### config.mk
export PLATFORM = sky130hd
export DESIGN_NAME = rotating_divider
export DESIGN_NICKNAME = d
export VERILOG_FILES = /design/src/rtl/rotating_divider.sv
export SDC_FILE = /design/constraint.sdc
export NUM_CORES = 1
export LEC_CHECK = 0
export CAP_MARGIN = 20
export CORE_ASPECT_RATIO = 1.1
export CORE_MARGIN = 2
export CORE_UTILIZATION = 55
export CTS_BUF_LIST = sky130_fd_sc_hd__clkbuf_16
export CTS_CLUSTER_SIZE = 24
export DETAILED_ROUTE_END_ITERATION = 16
export DONT_BUFFER_PORTS = 1
export GPL_ROUTABILITY_DRIVEN = 1
export PLACE_DENSITY = 0.7
export SLEW_MARGIN = 0
export SYNTH_ARGS = -nofsm -noshare
export SYNTH_HDL_FRONTEND = slang
export SYNTH_SLANG_ARGS = --single-unit
### constraint.sdc
create_clock -name clk -period 3.77 [get_ports clk]
set_input_delay 0.9425 -clock clk [delete_from_list [all_inputs] [get_ports clk]]
set_output_delay 0.9425 -clock clk [all_outputs]
set_load 0.01 [all_outputs]
### src/rtl/rotating_divider.sv
`default_nettype none
// ============================================================================
// rotating_divider : sequential restoring divider on a rotating operand pair
// Rev 1.0
// ============================================================================
module rotating_divider #(
   parameter int WIDTH = 8
) (
   input  logic             clk,
   input  logic             rst_n,
   input  logic             start,
   input  logic [WIDTH-1:0] A,
   input  logic [WIDTH-1:0] B,
   input  logic [WIDTH-1:0] C,
   input  logic [WIDTH-1:0] D,
   input  logic [1:0]       select,
   output logic             busy,
   output logic             done,
   output logic [WIDTH-1:0] quotient,
   output logic [WIDTH-1:0] remainder,
   output logic             error
);

   localparam int CNT_W = $clog2(WIDTH);

   typedef enum logic [1:0] {
      S_IDLE = 2'd0,
      S_CALC = 2'd1,
      S_DONE = 2'd2
   } state_t;

   state_t             state;
   state_t             state_nx;
   logic [WIDTH-1:0]   sel_dividend;
   logic [WIDTH-1:0]   sel_divisor;
   logic [WIDTH-1:0]   divisor_q;
   logic [WIDTH-1:0]   q_work;
   logic [WIDTH-1:0]   q_step;
   logic [WIDTH:0]     r_work;
   logic [WIDTH:0]     r_shift;
   logic [WIDTH:0]     r_step;
   logic [CNT_W-1:0]   count;
   logic               last_step;
   logic               div_zero;

   always_comb begin
      sel_dividend = A;
      sel_divisor  = B;
      case (select)
         2'b00:   begin sel_dividend = A; sel_divisor = B; end
         2'b01:   begin sel_dividend = B; sel_divisor = C; end
         2'b10:   begin sel_dividend = C; sel_divisor = D; end
         default: begin sel_dividend = D; sel_divisor = A; end
      endcase
   end

   assign div_zero = (sel_divisor == '0);

   // One restoring step: shift the next dividend bit into R, subtract if it fits.
   always_comb begin
      r_shift = {r_work[WIDTH-1:0], q_work[WIDTH-1]};
      q_step  = {q_work[WIDTH-2:0], 1'b0};
      r_step  = r_shift;
      if (r_shift >= {1'b0, divisor_q}) begin
         r_step    = r_shift - {1'b0, divisor_q};
         q_step[0] = 1'b1;
      end
   end

   assign last_step = (count == CNT_W'(WIDTH - 1));

   always_comb begin
      state_nx = state;
      case (state)
         S_IDLE: begin
            if (start) begin
               state_nx = div_zero ? S_DONE : S_CALC;
            end
         end
         S_CALC: begin
            if (last_step) begin
               state_nx = S_DONE;
            end
         end
         S_DONE:  state_nx = S_IDLE;
         default: state_nx = S_IDLE;
      endcase
   end

   always_ff @(posedge clk) begin
      if (!rst_n) begin
         state <= S_IDLE;
      end else begin
         state <= state_nx;
      end
   end

   always_ff @(posedge clk) begin
      if (!rst_n) begin
         divisor_q <= '0;
         q_work    <= '0;
         r_work    <= '0;
         count     <= '0;
         quotient  <= '0;
         remainder <= '0;
         error     <= 1'b0;
      end else begin
         case (state)
            S_IDLE: begin
               if (start) begin
                  divisor_q <= sel_divisor;
                  q_work    <= sel_dividend;
                  r_work    <= '0;
                  count     <= '0;
                  error     <= div_zero;
                  // Divide-by-zero completes immediately with a saturated quotient.
                  if (div_zero) begin
                     quotient  <= '1;
                     remainder <= sel_dividend;
                  end
               end
            end
            S_CALC: begin
               r_work <= r_step;
               q_work <= q_step;
               count  <= count + 1'b1;
               if (last_step) begin
                  quotient  <= q_step;
                  remainder <= r_step[WIDTH-1:0];
               end
            end
            default: begin
            end
         endcase
      end
   end

   assign busy = (state == S_CALC);
   assign done = (state == S_DONE);

endmodule
`default_nettype wire

==> impl_metrics.csv, run 1 <==
group,metric,value,unit
status,status,"finished, final reports clean",
synth,synth.most_common_cell,"nand2_1",
sta,skew,0.002056,ns
grt,track_usage,0.2224,
sta,rsz0062_at_grt,"false",
die,die_width,70.17,um
grt,grt_start_max_net_pins,31,
setup_path,required,3.96,ns
setup_path,startpoint_type,"primary input",
synth,synth_top_cell_area_share,0.3477,
placed_design,dp.cells,341,
pwr,power_density,455.7,mW/mm^2
grt,antenna_found_initial,0,
sta,setup_violations,0,
detailed_routing,finalWirelength,5695,um
detailed_routing,wl_per_cell,16.32,um
synth,synthArstFlopShare,0,
setup_path,crit_path_end_kind,"flip-flop",
final_layout,final_nets,340,
setup_path,cp_cell_sequence,"mux4_2 -> or4_4 -> nor2_4 -> a22oi_2 -> buf_4 -> o41ai_2",
detailed_routing,dr.pass1.iters,4,
final_layout,fin_area,0.002789,mm^2
pwr,ir_drop,207.7,uV
clock_network,hold_buffers,0,
clock_network,cts_sinks,46,
setup_path,max_stage_delay,0.55,ns
synth,ys_types,44,
placed_design,gp_congestion,0.7900,
placed_design,portBuffers,0,
sta,slew_headroom,0.3744,
clock_network,cts_buffer_depth,2,
detailed_routing,num_vias,2127,
grt,grt_pass1_vias,2074,
sta,min_period,2.764,ns
sta,fin_setup_tns,0,ns
sta,worst_pin_slew,0.9374,ns
synth,ys_warn_count,0,
synth,synth_ff_type,"dfxtp_1",
sta,slew_violations,0,
synth,synth.cells.most_frequent,"nand2_1, dfxtp_1, a21oi_1",
detailed_routing,drc_errors,0,
synth,ys_seq_area_frac,0.3477,
clock_network,clock_latency,0.29,ns
final_layout,drive_gt1_frac,0.1195,
detailed_routing,vias_per_cell,6.095,
placed_design,dp_hpwl,4237,um
clock_network,root_buffer,"clkbuf_16",
die,initial_core_util,0.5694,
final_layout,n_antenna_cell,0,
final_layout,finalNonFillerCells,349,
die,die_area,0.005388,mm^2
setup_path,crit_path_start,"select[0]",
setup_path,path_class,"in2reg",
synth,synth_cells,302,
run,maxCapViolCount,0,
clock_network,cts_tree,"built",
clock_network,post_cts_buffers,0,
synth,synth.avg_cell_area,8.771,um^2
clock_network,clk_pin_slew_worst_paths,0.06,ns
die,fp.dieH,76.79,um
pwr,leakage,1.042,nW
clock_network,ctsResizeCount,0,
synth,synth_top_cell_by_area,"dfxtp_1",
die,core_area,0.004652,mm^2
hold_path,hp-class,"reg2reg",
clock_network,htreeDepth,2,
sta,hold_viol,0,
setup_path,rr_startpoint,"state[1]",
synth,syn-num-nets,350,
clock_network,numCtsBuffers,5,
synth,syn_area,0.002649,mm^2
final_layout,synthToLayoutAreaGrowth,5.290,%
final_layout,n_fill_cell,430,
sta,max_freq,0.3618,GHz
grt,grt_overflow,0,
hold_path,min_from,"divisor_q[3]",
detailed_routing,drtIter0Drc,172,
setup_path,cp_max_fo,18,
placed_design,dpl_cell_area,0.002643,mm^2
sta,period_share,0.7331,
detailed_routing,ant_nets,0,
synth,synth_edf_count,0,
setup_path,worst_path_max_delay_cell,"or4_4",
die,rows,26,
grt,grt_pass1_wl,9480,um
synth,synth_seq_cells,46,
synth,synth_area_leaders,"dfxtp_1, mux4_2, nand2_1, a21oi_1, ha_1",
die,io_pins,56,
setup_path,cp.arrival,2.96,ns
[report_power, final]
part           total (mW)  switching, mW  internal [mW]
Clock               0.432          0.187          0.245
Combinational       0.311          0.175          0.135
Sequential          0.528         0.0161          0.512
Total                1.27          0.378          0.893
[registers in the layout, summed over array words and instances, names as in the netlist]
name,flops
count,3
divisor_q,8
error,1
q_work,8
quotient,8
r_work,8
remainder,8
state,2
[through the flow]
stage                     worst slack [ns]  utilization  total power, mW  hold WS, ns
after global placement              0.7387       0.5680           0.8439       0.4466
after floorplan                     0.6881            -           0.7940       0.4323
after global routing                0.9159       0.5995            1.336       0.4834
final                                1.006       0.5995            1.271       0.4613
after detailed placement            0.7150       0.5680           0.8462       0.4520
after CTS                            1.007       0.5995            1.275       0.4607
[cell usage in the layout, fill, tap and decap left out, drive strengths merged]
cell type,n
a211o,4
a211oi,2
a21o,2
a21oi,31
a22oi,3
a2bb2oi,1
a31oi,7
and3,1
buf,3
clkbuf,5
clkinv,2
clkinvlp,1
dfxtp,46
fa,1
ha,10
inv,13
mux2,1
mux2i,4
mux4,16
nand2,52
nand2b,5
nand3,13
nor2,24
nor2b,3
nor3,3
o211ai,1
o21a,2
o21ai,20
o21bai,1
o221ai,1
o22a,1
o2bb2a,2
o31ai,1
o41ai,2
or2,1
or4,2
or4b,1
xnor2,1
xor2,4
[cells by family after synthesis]
logic type,after synthesis,synth area share
multiplexers,21,0.1554
buffers and inverters,33,0.05573
adder cells (fa/ha/maj),11,0.05479
AND/OR/NAND/NOR,105,0.1781
flip-flops,46,0.3477
XOR/XNOR,5,0.01653
AO/OA/AOI/OAI,81,0.1918
[cell type report]
cell class | instances | area, um^2 | share of cell area
repair buffers | 3 | 22.52 | 0.008075
well taps | 56 | 70.07 | 0.02512
clock buffers | 5 | 125.1 | 0.04486
inverters | 13 | 48.80 | 0.01750
multi-input cells | 223 | 1580 | 0.5666
clock inverters | 3 | 21.27 | 0.007627
flip-flops and latches | 46 | 920.9 | 0.3302
[path summary, 6_finish.rpt]
path,endpoint,slack (ns),cells after the start
setup / recovery,remainder[7],1.01,6
hold / removal,divisor_q[3],0.46,2
setup reg to reg,remainder[7],1.43,7
hold reg to reg,divisor_q[3],0.46,2
[critical path, delay by kind of cell]
kind | cells | cell delay (ns)
simple gates | 2 | 0.70
compound gates | 2 | 0.52
mux | 1 | 0.50
buf+inv | 1 | 0.29
[metal layers]
metal	wire [um]	track usage	vias up	share of wire
met4	66	0.05769	0	0.012
met2	2695	0.3648	67	0.47
li1	-	-	1062	-
met5	0	0	-	0
met3	394	0.06045	6	0.069
met1	2537	0.2910	992	0.45
No activity file was read; power rests on OpenSTA's default activity.
==> inputs of run 2 (changes only) <==
- clock period: 3.77 -> 2.8 ns (I/O delays scaled with it)
==> run 2 against run 1 <==
Critical path depth stayed put; power is 34% higher; non-clock buffer count grew 5; count of clock-buffer cells in the layout unchanged; die area is the same; worst setup slack worse by 0.65 ns; first-iteration DRC count down 46%; sequential power rose by 35%; sequential cell count stayed put; core utilization grew 0.70 points; clock skew is 0.0020 ns higher; critical endpoint is now remainder[4]; largest power group unchanged.
==> impl_metrics.csv, run 2 (synthesis results as in run 1) <==
group,metric,value,unit
status,status,"finished, final reports clean",
die,io_pins,56,
run,maxCapViolCount,0,
clock_network,ctsResizeCount,0,
hold_path,min_path_cells,2,
setup_path,cp.depth,6,
setup_path,startpoint_type,"primary input",
sta,slew_violations,0,
sta,hold_viol,0,
die,initial_core_util,0.5694,
detailed_routing,finalWirelength,5758,um
detailed_routing,drtIter0Drc,93,
setup_path,reg2reg_slack,0.47,ns
setup_path,cpLargestDelayFamily,"compound AO/OA/AOI/OAI gates",
detailed_routing,ant_nets,0,
detailed_routing,num_vias,2145,
placed_design,dp_hpwl,4334,um
pwr,power,1.698,mW
clock_network,htreeDepth,2,
grt,grt_overflow,0,
placed_design,gp_congestion,0.7886,
die,die_area,0.005388,mm^2
setup_path,cp_cell_sequence,"mux4_2 -> or4_4 -> nor2_4 -> a22oi_2 -> a211o_1 -> a21oi_1",
die,fp.dieH,76.79,um
sta,slew_headroom,0.3127,
sta,worst_pin_slew,1.031,ns
placed_design,portBuffers,0,
sta,skew,0.004103,ns
final_layout,n_antenna_cell,0,
clock_network,cts_sinks,46,
setup_path,worst_path_max_delay_cell,"or4_4",
sta,rsz0062_at_grt,"false",
setup_path,max_stage_delay,0.55,ns
pwr,ir_drop,343.8,uV
sta,fin_setup_tns,0,ns
detailed_routing,dr.pass1.iters,4,
clock_network,root_buffer,"clkbuf_16",
setup_path,cp_num_buf_inv,0,
sta,period_share,0.8746,
detailed_routing,vias_per_cell,6.059,
sta,min_period,2.449,ns
sta,hold_slack,0.4550,ns
clock_network,post_cts_buffers,0,
setup_path,cp_max_fo,23,
clock_network,clock_latency,0.28,ns
pwr,power_density,601.8,mW/mm^2
final_layout,mostFrequentLayoutCell,"nand2_1",
clock_network,hold_buffers,0,
hold_path,hp-class,"reg2reg",
setup_path,path_class,"in2reg",
setup_path,cp.arrival,2.66,ns
grt,grt_start_max_net_pins,30,
clock_network,numCtsBuffers,5,
grt,grt_pass1_vias,2193,
pwr,leakage,1.063,nW
die,die_width,70.17,um
setup_path,crit_path_end_kind,"flip-flop",
final_layout,synthToLayoutAreaGrowth,6.519,%
setup_path,required,3.01,ns
final_layout,mostFrequentLayoutCells,"nand2_1, dfxtp_1, a21oi_1",
grt,track_usage,0.2299,
grt,antenna_found_initial,0,
die,core_area,0.004652,mm^2
sta,setup_violations,0,
die,rows,26,
clock_network,cts_buffer_depth,2,
setup_path,r2r_cells,10,
detailed_routing,wl_per_cell,16.27,um
grt,grt_pass1_wl,9929,um
sta,max_freq,0.4084,GHz
final_layout,post-route-util,0.6065,
final_layout,drive_gt1_frac,0.1309,
clock_network,cts_tree,"built",
final_layout,final_nets,345,
clock_network,clk_pin_slew_worst_paths,0.06,ns
detailed_routing,drc_errors,0,
run 2: area by class of cell:
type | instances | area [um^2]
Multi-Input combinational cell | 223 | 1580
Tap cell | 56 | 70.07
Timing Repair Buffer | 8 | 60.06
Clock inverter | 3 | 16.27
Sequential cell | 46 | 920.9
Inverter | 13 | 48.80
Fill cell | 410 | 1831
Clock buffer | 5 | 125.1
run 2: per-stage QoR:
| step | std cells | setup slack (ns) | cell area, um^2 |
|---|---|---|---|
| global route | 354 | 0.2380 | 2821 |
| finish | 354 | 0.3512 | 2821 |
| global placement | 346 | 0.1119 | 2680 |
| floorplan | 302 | 0.1041 | 2650 |
| detailed placement | 346 | 0.05295 | 2680 |
| CTS | 354 | 0.3509 | 2821 |
run 2: final timing paths:
| kind | startpoint | endpoint |
|---|---|---|
| setup / recovery | select[0] | remainder[4] |
| hold / removal | divisor_q[5] | divisor_q[5] |
| setup reg to reg | q_work[7] | remainder[6] |
| hold reg to reg | divisor_q[5] | divisor_q[5] |
run 2: worst reg2reg max path: cells and delay by family (launching register included):
kind / cells / cell delay, ns
buf+inv: 2 / 0.15
compound gates: 5 / 1.07
xor+xnor: 1 / 0.09
flops: 1 / 0.33
fa+ha+maj: 2 / 0.60
run 2: where the power goes:
part           total [mW]  switching, mW  internal (mW)  leakage (nW)
Sequential          0.711         0.0219          0.689         0.375
Combinational       0.423          0.236          0.187         0.621
Clock               0.564          0.239          0.326        0.0672
Total                1.70          0.496           1.20          1.06
run 2: routing by layer:
metal / vias to the layer above / track usage / wire (um)
met5: - / 0 / 0
met4: 0 / 0.06923 / 103
met3: 10 / 0.05650 / 343
met2: 67 / 0.3876 / 2766
met1: 1005 / 0.2906 / 2544
li1: 1063 / - / -
==> inputs of run 3 (changes only) <==
- ABC_AREA: not set -> 1
- SLEW_MARGIN: 0 -> 15
==> run 3 against run 2 <==
Sequential power grew 11%; final cell count grew 47%; core utilization is essentially flat; routed wire length grew 30%; combinational power grew 60%; fmax grew 6.0%; sequential cell count is the same; clock power grew 1%; via count grew 34%; power grew 20%; critical path type is now reg2reg; critical endpoint is now remainder[3].
==> impl_metrics.csv, run 3 <==
group,metric,value,unit
status,status,"finished, final reports clean",
detailed_routing,wl_per_cell,14.38,um
hold_path,hp-class,"reg2reg",
placed_design,dp_hpwl,5795,um
setup_path,required,3.02,ns
final_layout,mostFrequentLayoutCells,"nand2_1, inv_1, nand3_1",
placed_design,dpl_cell_area,0.002930,mm^2
clock_network,cts_buffer_depth,2,
final_layout,fin_area,0.003072,mm^2
sta,hold_slack,0.4579,ns
die,core_area,0.005067,mm^2
setup_path,cp.arrival,2.53,ns
die,die_area,0.005926,mm^2
synth,syn_area,0.002929,mm^2
sta,rsz0062_at_grt,"false",
final_layout,mostFrequentLayoutCell,"nand2_1",
sta,max_freq,0.4328,GHz
synth,synth.cells.most_frequent,"nand2_1, inv_1, nand3_1",
synth,ys_types,28,
sta,setup_violations,0,
sta,fin_setup_tns,0,ns
die,fp.dieH,80.54,um
clock_network,hold_buffers,0,
synth,synthArstFlopShare,0,
clock_network,post_cts_buffers,0,
detailed_routing,ant_nets,0,
clock_network,numCtsBuffers,5,
synth,syn-num-nets,520,
synth,ys_seq_area_frac,0.3144,
pwr,leakage,1.461,nW
sta,worst_pin_slew,0.6591,ns
synth,synth_edf_count,0,
grt,use_met3,0.04893,
placed_design,portBuffers,0,
synth,synth_top_cell_by_area,"dfxtp_1",
setup_path,crit_path_end_kind,"flip-flop",
pwr,power_density,663.6,mW/mm^2
synth,synth.most_common_cell,"nand2_1",
clock_network,ctsResizeCount,0,
final_layout,final_nets,508,
die,die_width,73.58,um
final_layout,n_antenna_cell,0,
synth,synth_ff_type,"dfxtp_1",
sta,slew_headroom,0.5590,
synth,synth_area_leaders,"dfxtp_1, nand2_1, nand3_1, inv_1, nor2_1",
sta,hold_viol,0,
final_layout,synthToLayoutAreaGrowth,4.870,%
detailed_routing,num_vias,2881,
synth,synth_cells,472,
sta,period_share,0.8252,
die,io_pins,56,
sta,skew,0.01072,ns
die,rows,27,
grt,antenna_found_initial,0,
placed_design,gp_congestion,0.9249,
placed_design,preCtsSetupSlack,0.4157,ns
setup_path,startpoint_type,"flip-flop",
synth,ys_warn_count,0,
detailed_routing,drtIter0Drc,167,
sta,min_period,2.311,ns
synth,synth.avg_cell_area,6.206,um^2
detailed_routing,dr.pass1.iters,6,
setup_path,cp_max_fo,16,
run,maxCapViolCount,0,
sta,slew_violations,0,
sta,worst_slack,0.4893,ns
grt,grt_pass1_vias,2658,
pwr,ir_drop,317.8,uV
final_layout,drive_gt1_frac,0.04772,
detailed_routing,vias_per_cell,5.551,
detailed_routing,finalWirelength,7461,um
clock_network,cts_sinks,46,
synth,synth_seq_cells,46,
clock_network,clock_latency,0.29,ns
setup_path,path_class,"reg2reg",
die,initial_core_util,0.5780,
clock_network,clk_pin_slew_worst_paths,0.07,ns
clock_network,root_buffer,"clkbuf_16",
grt,gr-max-usage-layer,"met2",
grt,grt_start_max_net_pins,36,
grt,grt_pass1_wl,12460,um
detailed_routing,drc_errors,0,
synth,synth_top_cell_area_share,0.3144,
final_layout,n_fill_cell,509,
clock_network,cts_tree,"built",
clock_network,htreeDepth,2,
grt,grt_use_met2,0.4661,
grt,track_usage,0.2703,
grt,grt_use_met1,0.3354,
grt,grt_overflow,0,
## run 3: changes by cell type in the layout (fill, tap and decap cells not counted), moves of 6 or more
| cell | change |
|---|---|
| o21ai_1 | -10 |
| nand3_1 | +43 |
| o21ai_0 | +26 |
| nor2_1 | +32 |
| nand4_1 | +12 |
| or2_2 | +7 |
| mux4_2 | -16 |
| inv_1 | +45 |
| o31ai_1 | +6 |
| nand2_1 | +61 |
## run 3: power breakdown
part | total (mW) | leakage [nW] | switching, mW | internal, mW
Sequential | 0.790 | 0.377 | 0.0646 | 0.726
Clock | 0.572 | 0.0730 | 0.245 | 0.328
Combinational | 0.676 | 1.01 | 0.454 | 0.222
Total | 2.04 | 1.46 | 0.763 | 1.27
## run 3: area by class of cell
class | count | area [um^2] | area share
inverters | 57 | 214.0 | 0.06965
well taps | 58 | 72.57 | 0.02363
repair buffers | 4 | 30.03 | 0.009776
clock inverters | 3 | 16.27 | 0.005295
flip-flops and latches | 46 | 920.9 | 0.2998
multi-input cells | 346 | 1693 | 0.5511
clock buffers | 5 | 125.1 | 0.04073
## run 3: final timing paths
kind             from            to  slack, ns  cells past startpoint
max          state[0]  remainder[3]       0.49                     10
min          count[0]      count[0]       0.46                      1
max reg2reg  state[0]  remainder[3]       0.49                     10
min reg2reg  count[0]      count[0]       0.46                      1
## run 3: stage by stage
step	power, mW	utilization	cells
2_1_floorplan	1.328	-	472
3_3_place_gp	1.469	0.5783	511
3_5_place_dp	1.476	0.5783	511
4_1_cts	2.045	0.6062	519
5_1_grt	2.185	0.6062	519
6_report	2.038	0.6062	519
## run 3: logic make-up after synthesis
| family | synth area share |
|---|---|
| AND/OR/NAND/NOR | 0.3686 |
| AO/OA/AOI/OAI | 0.1508 |
| buffers and inverters | 0.1076 |
| flip-flops | 0.3144 |
| adder cells (fa/ha/maj) | 0.04955 |
| XOR/XNOR | 0.008972 |
## run 3: worst max-delay path, cell delays in order (launching register included)
cell and delay (ns):
dfxtp_1 0.32, inv_1 0.10, nor2_2 0.05, inv_1 0.28
or2_2 0.20, o21ai_2 0.11, nor2_1 0.53, nand2_2 0.34
nand2_1 0.15, nand2_1 0.06, nor2_1 0.09
## run 3: layer usage
| layer | vias to the layer above | share of wire |
|---|---|---|
| met5 | - | 0 |
| met4 | 0 | 0.021 |
| met3 | 15 | 0.055 |
| met2 | 78 | 0.50 |
| met1 | 1278 | 0.42 |
| li1 | 1510 | - |
